<file path="src/rtl/jogo_sequencia_pkg.sv">
// State encodings and defaults for the sequence-game control unit.
// Shared by the controller, the debug 7-segment decoder and the bench.
package jogo_sequencia_pkg;

    localparam int TIMEOUT_CYCLES_DEFAULT = 5000;

    localparam logic [3:0] ST_INICIAL        = 4'h0;
    localparam logic [3:0] ST_PREPARACAO     = 4'h1;
    localparam logic [3:0] ST_INICIA_RODADA  = 4'h2;
    localparam logic [3:0] ST_ESPERA_JOGADA  = 4'h4;
    localparam logic [3:0] ST_REGISTRA       = 4'h5;
    localparam logic [3:0] ST_COMPARA        = 4'h6;
    localparam logic [3:0] ST_PROXIMA_JOGADA = 4'h7;
    localparam logic [3:0] ST_PROXIMA_RODADA = 4'h8;
    localparam logic [3:0] ST_FIM_TIMEOUT    = 4'hD;
    localparam logic [3:0] ST_ERRO           = 4'hE;
    localparam logic [3:0] ST_ACERTO         = 4'hF;

    typedef enum logic [3:0] {
        INICIAL        = ST_INICIAL,
        PREPARACAO     = ST_PREPARACAO,
        INICIA_RODADA  = ST_INICIA_RODADA,
        ESPERA_JOGADA  = ST_ESPERA_JOGADA,
        REGISTRA       = ST_REGISTRA,
        COMPARA        = ST_COMPARA,
        PROXIMA_JOGADA = ST_PROXIMA_JOGADA,
        PROXIMA_RODADA = ST_PROXIMA_RODADA,
        FIM_TIMEOUT    = ST_FIM_TIMEOUT,
        ERRO           = ST_ERRO,
        ACERTO         = ST_ACERTO
    } estado_t;

endpackage

</file>
<file path="src/rtl/jogo_sequencia_unidade_controle_if.sv">
// Control/status bundle between the game top level, the datapath and the control unit.
// slave = control unit; master = the side that drives moves/comparator flags.
interface jogo_sequencia_unidade_controle_if;

    logic       iniciar;
    logic       jogada;
    logic       igual;
    logic       fimL;
    logic       enderecoIgualLimite;
    logic       zeraC;
    logic       contaC;
    logic       zeraL;
    logic       contaL;
    logic       zeraR;
    logic       registraR;
    logic       acertou;
    logic       errou;
    logic       timeout;
    logic       pronto;
    logic [3:0] db_estado;

    modport master (
        output iniciar, jogada, igual, fimL, enderecoIgualLimite,
        input  zeraC, contaC, zeraL, contaL, zeraR, registraR,
        input  acertou, errou, timeout, pronto, db_estado
    );

    modport slave (
        input  iniciar, jogada, igual, fimL, enderecoIgualLimite,
        output zeraC, contaC, zeraL, contaL, zeraR, registraR,
        output acertou, errou, timeout, pronto, db_estado
    );

endinterface

</file>
<file path="src/rtl/jogo_sequencia_unidade_controle_contador_timeout.sv">
// Idle-player timer: counts cycles while enabled, saturates at TIMEOUT_CYCLES-1 (expirou, combinational).
// Used only when JOGO_TIMEOUT_EN is defined; clear has priority over enable; no backpressure.
module contador_timeout #(
    parameter int TIMEOUT_CYCLES = 5000
) (
    input  logic clock,
    input  logic reset,
    input  logic clear,
    input  logic enable,
    output logic expirou
);

    localparam int            TW     = $clog2(TIMEOUT_CYCLES);
    localparam logic [TW-1:0] LIMITE = TW'(TIMEOUT_CYCLES - 1);

    logic [TW-1:0] contagem;

    // Saturating so a stalled FSM can never see the count wrap back to zero.
    always_ff @(posedge clock or negedge reset) begin
        if (!reset) begin
            contagem <= '0;
        end else if (clear) begin
            contagem <= '0;
        end else if (enable && contagem != LIMITE) begin
            contagem <= contagem + TW'(1);
        end
    end

    assign expirou = (contagem == LIMITE);

endmodule

</file>
<file path="src/rtl/jogo_sequencia_unidade_controle.sv">
// Moore control unit for the sequence-memory game; outputs decode the current state, 1-cycle state latency.
// No backpressure: jogada/iniciar outside their accepting states are dropped. JOGO_TIMEOUT_EN enables the idle timer.
module jogo_sequencia_unidade_controle
    import jogo_sequencia_pkg::*;
#(
    parameter int TIMEOUT_CYCLES = TIMEOUT_CYCLES_DEFAULT
) (
    input logic                              clock,
    input logic                              reset,
    jogo_sequencia_unidade_controle_if.slave bus
);

    estado_t estado;
    estado_t proximo;

`ifdef JOGO_TIMEOUT_EN
    logic expirou;

    contador_timeout #(
        .TIMEOUT_CYCLES (TIMEOUT_CYCLES)
    ) u_contador_timeout (
        .clock   (clock),
        .reset   (reset),
        .clear   (estado != ESPERA_JOGADA),
        .enable  (estado == ESPERA_JOGADA),
        .expirou (expirou)
    );
`endif

    always_ff @(posedge clock or negedge reset) begin
        if (!reset) begin
            estado <= INICIAL;
        end else begin
            estado <= proximo;
        end
    end

    always_comb begin
        proximo = INICIAL;
        case (estado)
            INICIAL:        proximo = bus.iniciar ? PREPARACAO : INICIAL;
            PREPARACAO:     proximo = INICIA_RODADA;
            INICIA_RODADA:  proximo = ESPERA_JOGADA;
            ESPERA_JOGADA: begin
                // A move arriving in the expiry cycle still counts.
                if (bus.jogada) begin
                    proximo = REGISTRA;
`ifdef JOGO_TIMEOUT_EN
                end else if (expirou) begin
                    proximo = FIM_TIMEOUT;
`endif
                end else begin
                    proximo = ESPERA_JOGADA;
                end
            end
            REGISTRA:       proximo = COMPARA;
            COMPARA: begin
                if (!bus.igual) begin
                    proximo = ERRO;
                end else if (!bus.enderecoIgualLimite) begin
                    proximo = PROXIMA_JOGADA;
                end else if (!bus.fimL) begin
                    proximo = PROXIMA_RODADA;
                end else begin
                    proximo = ACERTO;
                end
            end
            PROXIMA_JOGADA: proximo = ESPERA_JOGADA;
            PROXIMA_RODADA: proximo = INICIA_RODADA;
`ifdef JOGO_TIMEOUT_EN
            FIM_TIMEOUT,
`endif
            ERRO,
            ACERTO:         proximo = bus.iniciar ? PREPARACAO : estado;
            default:        proximo = INICIAL;
        endcase
    end

    assign bus.zeraC     = (estado == INICIAL) || (estado == PREPARACAO) || (estado == INICIA_RODADA);
    assign bus.zeraL     = (estado == INICIAL) || (estado == PREPARACAO);
    assign bus.zeraR     = (estado == INICIAL) || (estado == PREPARACAO);
    assign bus.contaC    = (estado == PROXIMA_JOGADA);
    assign bus.contaL    = (estado == PROXIMA_RODADA);
    assign bus.registraR = (estado == REGISTRA);
    assign bus.acertou   = (estado == ACERTO);
    assign bus.errou     = (estado == ERRO);
`ifdef JOGO_TIMEOUT_EN
    assign bus.timeout   = (estado == FIM_TIMEOUT);
`else
    assign bus.timeout   = 1'b0;
`endif
    assign bus.pronto    = bus.acertou || bus.errou || bus.timeout;
    assign bus.db_estado = estado;

endmodule

</file>
<file path="src/flat_wrapper.sv">
// flat-port wrapper written by rule: the top's interface ports become plain ports
module jogo_sequencia_unidade_controle_flat import jogo_sequencia_pkg::*;
#(
    parameter int TIMEOUT_CYCLES = TIMEOUT_CYCLES_DEFAULT
)
  (clock, reset, bus_iniciar, bus_jogada, bus_igual, bus_fimL, bus_enderecoIgualLimite, bus_zeraC, bus_contaC, bus_zeraL, bus_contaL, bus_zeraR, bus_registraR, bus_acertou, bus_errou, bus_timeout, bus_pronto, bus_db_estado);
  jogo_sequencia_unidade_controle_if bus_i ();
  input logic clock;
  input logic reset;
  input wire logic [$bits(bus_i.iniciar)-1:0] bus_iniciar;
  input wire logic [$bits(bus_i.jogada)-1:0] bus_jogada;
  input wire logic [$bits(bus_i.igual)-1:0] bus_igual;
  input wire logic [$bits(bus_i.fimL)-1:0] bus_fimL;
  input wire logic [$bits(bus_i.enderecoIgualLimite)-1:0] bus_enderecoIgualLimite;
  output wire logic [$bits(bus_i.zeraC)-1:0] bus_zeraC;
  output wire logic [$bits(bus_i.contaC)-1:0] bus_contaC;
  output wire logic [$bits(bus_i.zeraL)-1:0] bus_zeraL;
  output wire logic [$bits(bus_i.contaL)-1:0] bus_contaL;
  output wire logic [$bits(bus_i.zeraR)-1:0] bus_zeraR;
  output wire logic [$bits(bus_i.registraR)-1:0] bus_registraR;
  output wire logic [$bits(bus_i.acertou)-1:0] bus_acertou;
  output wire logic [$bits(bus_i.errou)-1:0] bus_errou;
  output wire logic [$bits(bus_i.timeout)-1:0] bus_timeout;
  output wire logic [$bits(bus_i.pronto)-1:0] bus_pronto;
  output wire logic [$bits(bus_i.db_estado)-1:0] bus_db_estado;
  assign bus_i.iniciar = bus_iniciar;
  assign bus_i.jogada = bus_jogada;
  assign bus_i.igual = bus_igual;
  assign bus_i.fimL = bus_fimL;
  assign bus_i.enderecoIgualLimite = bus_enderecoIgualLimite;
  assign bus_zeraC = bus_i.zeraC;
  assign bus_contaC = bus_i.contaC;
  assign bus_zeraL = bus_i.zeraL;
  assign bus_contaL = bus_i.contaL;
  assign bus_zeraR = bus_i.zeraR;
  assign bus_registraR = bus_i.registraR;
  assign bus_acertou = bus_i.acertou;
  assign bus_errou = bus_i.errou;
  assign bus_timeout = bus_i.timeout;
  assign bus_pronto = bus_i.pronto;
  assign bus_db_estado = bus_i.db_estado;
  jogo_sequencia_unidade_controle #(.TIMEOUT_CYCLES(TIMEOUT_CYCLES)) u_core (.clock(clock), .reset(reset), .bus(bus_i));
endmodule
</file>
<file path="config.mk">
export PLATFORM = sky130hd
export DESIGN_NAME = jogo_sequencia_unidade_controle_flat
export DESIGN_NICKNAME = d
export VERILOG_FILES = /design/src/rtl/jogo_sequencia_pkg.sv /design/src/rtl/jogo_sequencia_unidade_controle_if.sv /design/src/rtl/jogo_sequencia_unidade_controle_contador_timeout.sv /design/src/rtl/jogo_sequencia_unidade_controle.sv /design/src/flat_wrapper.sv
export SDC_FILE = /design/constraint.sdc
export NUM_CORES = 1
export LEC_CHECK = 0
export CORE_AREA = 2 2 39 41
export DETAILED_ROUTE_END_ITERATION = 8
export DIE_AREA = 0 0 41 43
export PLACE_DENSITY = 0.65
export SYNTH_ARGS = -nofsm -noshare
export SYNTH_HDL_FRONTEND = slang
export SYNTH_SLANG_ARGS = --single-unit
</file>
<file path="constraint.sdc">
create_clock -name clock -period 2.5 [get_ports clock]
set_input_delay 0.5 -clock clock [delete_from_list [all_inputs] [get_ports clock]]
set_output_delay 0.5 -clock clock [all_outputs]
set_load 0.03 [all_outputs]
</file>
==> results_dict.tcl <==
set metrics [dict create \
    setup_slack_ns 0.123 \
    wl_met1_microns 412 \
    grtUsageTotal 0.124 \
    portBuffers 19 \
    critical_path.startpoint_type "flip-flop" \
    drive_gt1_frac 0.0896 \
    hold_violations 0 \
    placeableCoreArea_sq_um 1380 \
    highest_layer "met3" \
    p_leak_nw 0.238 \
    netlist_instances 50 \
    endpoint_kind "output pin" \
    numCtsBuffers 3 \
    globalplace.congestion 0.801 \
    htreeDepth 1 \
    post-cts-setup-buffer-count 0 \
    ios 21 \
    ys_ff_latch 4 \
    final_area_sq_um 591 \
    post-place-cells 80 \
    tns_ns 0 \
    fin_cells 83 \
    syn2layout_area_growth_pct 49.4 \
    antenna_cells 0 \
    grt_max_degree 18 \
    finalCritPeriodShare 0.951 \
    met3_length_microns 80 \
    async_flop_share 1.00 \
    cts_hold_buf 0 \
    max-vdd-ir-drop_mv 0.499 \
    synthDominantCellAreaShare 0.253 \
    cts_resized 0 \
    drc 0 \
    yosysMostFrequentCell "buf_4" \
    synth-edff-count 0 \
    crit_required_ns 2.00 \
    status "finished, final reports clean" \
    clk_pin_slew_ns 0.04 \
    syn_area_sq_um 395 \
    vias 414 \
    dieArea_sq_um 1760 \
    drtIter0Drc 7 \
    dr_wl_met2_microns 365 \
    largest_reg_flops 4 \
    min_path_type "in -> async" \
    yosys_warnings 0 \
    worstReg2RegEnd "u_core.bus.db_estado[0]" \
    rows 14 \
    clock_latency_ns 0.23 \
    cellPowerDensity_nw_per_um2 1190 \
    cts_sinks 4 \
    cts_root_buf "clkbuf_4" \
    yosysUniqueCellTypes 27 \
    cts_buffer_depth 2 \
    die_w_microns 41 \
    cp.arrival_ns 1.88 \
    drt_pre_antenna_iters 4 \
    syn-num-nets 57 \
    fin_nets 76 \
    worstSetupPathType "reg -> out" \
    wl_per_cell_microns 10.3 \
    rr_worst_depth 4 \
    crit_path_max_fanout 17 \
    tritoncts "built" \
    dpl.hpwl_microns 636 \
    ant_nets 0 \
    synthFlopType "dfrtp_1" \
    rsz0062_at_grt "false" \
    fin_skew_ns 0.00152 \
    layout_min_cycle_time_ns 2.38 \
    finalSetupViolations 0 \
    syn_area_per_cell_sq_um 7.91 \
    vias_per_cell 4.99 \
    slew_viol_final 0 \
    max_freq_mhz 421 \
    place_area_sq_um 568 \
    yosysSeqAreaShare 0.253 \
    power.total_mw 0.705 \
    maxCapViolations 0 \
    initial_core_util 0.286 \
    antenna_found_initial 0 \
    yosys.area.top_type "dfrtp_1" \
    drt-total-wl_microns 857 \
    synth.area.top_cells "dfrtp_1, buf_4, o21ai_0, and2_1, nor4b_1" \
    grt_pass1_wl_microns 1470 \
    r2r_setup_slack_ns 1.00 \
    dp_slack_ns 0.384 \
    first_global_vias 352 \
    worstReg2RegStart "u_core.bus.db_estado[3]" \
    synthTopCellsByCount "buf_4, o21ai_0, dfrtp_1, nor2_1" \
    fp.dieH_microns 43 \
    overflow 0 \
]
==> through the flow <==
stage	hold WS, ns	utilization
CTS	0.465	0.427
detailed placement	0.674	0.410
global placement	0.671	0.410
global route	0.477	0.427
finish	0.466	0.427
floorplan	0.204	-
==> worst max path at each step <==
stage | from | endpoint | slack [ns] | depth (start not counted)
CTS | u_core.bus.db_estado[3] | bus_acertou | 0.13 | 3
finish | u_core.bus.db_estado[3] | bus_acertou | 0.12 | 3
global placement | u_core.bus.db_estado[3] | bus_acertou | 0.38 | 3
floorplan | u_core.bus.db_estado[0] | bus_registraR | 0.12 | 3
detailed placement | u_core.bus.db_estado[3] | bus_acertou | 0.38 | 3
global route | u_core.bus.db_estado[3] | bus_acertou | 0.04 | 3
==> cell families after synthesis <==
family          count (synthesis)  share of synthesized area
simple gates                   20                      0.304
compound gates                 16                      0.291
buf+inv                         9                      0.142
flops                           4                      0.253
other cells                     1                    0.00948
==> report_power, final <==
| group | internal (mW) | leakage, nW | switching, mW |
|---|---|---|---|
| Combinational | 0.203 | 0.174 | 0.257 |
| Sequential | 0.0914 | 0.0501 | 0.0750 |
| Clock | 0.0536 | 0.0138 | 0.0247 |
| Total | 0.348 | 0.238 | 0.356 |
==> layer usage <==
metal / vias up / track usage
met5: - / 0
met4: 0 / 0.0400
met3: 0 / 0.0628
met2: 20 / 0.163
met1: 183 / 0.171
li1: 211 / -
==> final cells by class <==
class,count,area [sq um]
Fill cell,156,793
Multi-Input combinational cell,37,239
Timing Repair Buffer,20,198
Sequential cell,4,100
Clock buffer,3,22.5
Tap cell,16,20.0
Inverter,3,11.3
==> layout by cell type (no fill, tap or decap), drive strengths merged <==
cell           synthesis  routed
a41o                   1       1
o31a                   1       1
o2111ai                1       1
nor2b                  2       2
nand3                  1       1
nor3                   1       1
a21oi                  1       1
and3                   1       1
a31oi                  2       2
a22oi                  1       1
nand2b                 1       1
nand2                  2       2
and4b                  1       1
a221oi                 1       1
clkdlybuf4s50          0      19
a211oi                 1       1
nor2                   4       4
buf                    6       1
dfrtp                  4       4
a21bo                  1       1
inv                    3       3
nor4b                  2       2
and2                   4       4
clkbuf                 0       3
conb                   1       1
and3b                  1       1
o21ai                  6       6
==> worst max-delay path, stage by stage (launching register included) <==
cell and delay (ns):
dfrtp_1 0.62, and3_1 0.25, and2_1 0.12, clkdlybuf4s50_1 0.66
Note: power is estimated with default switching activity, not from simulation.
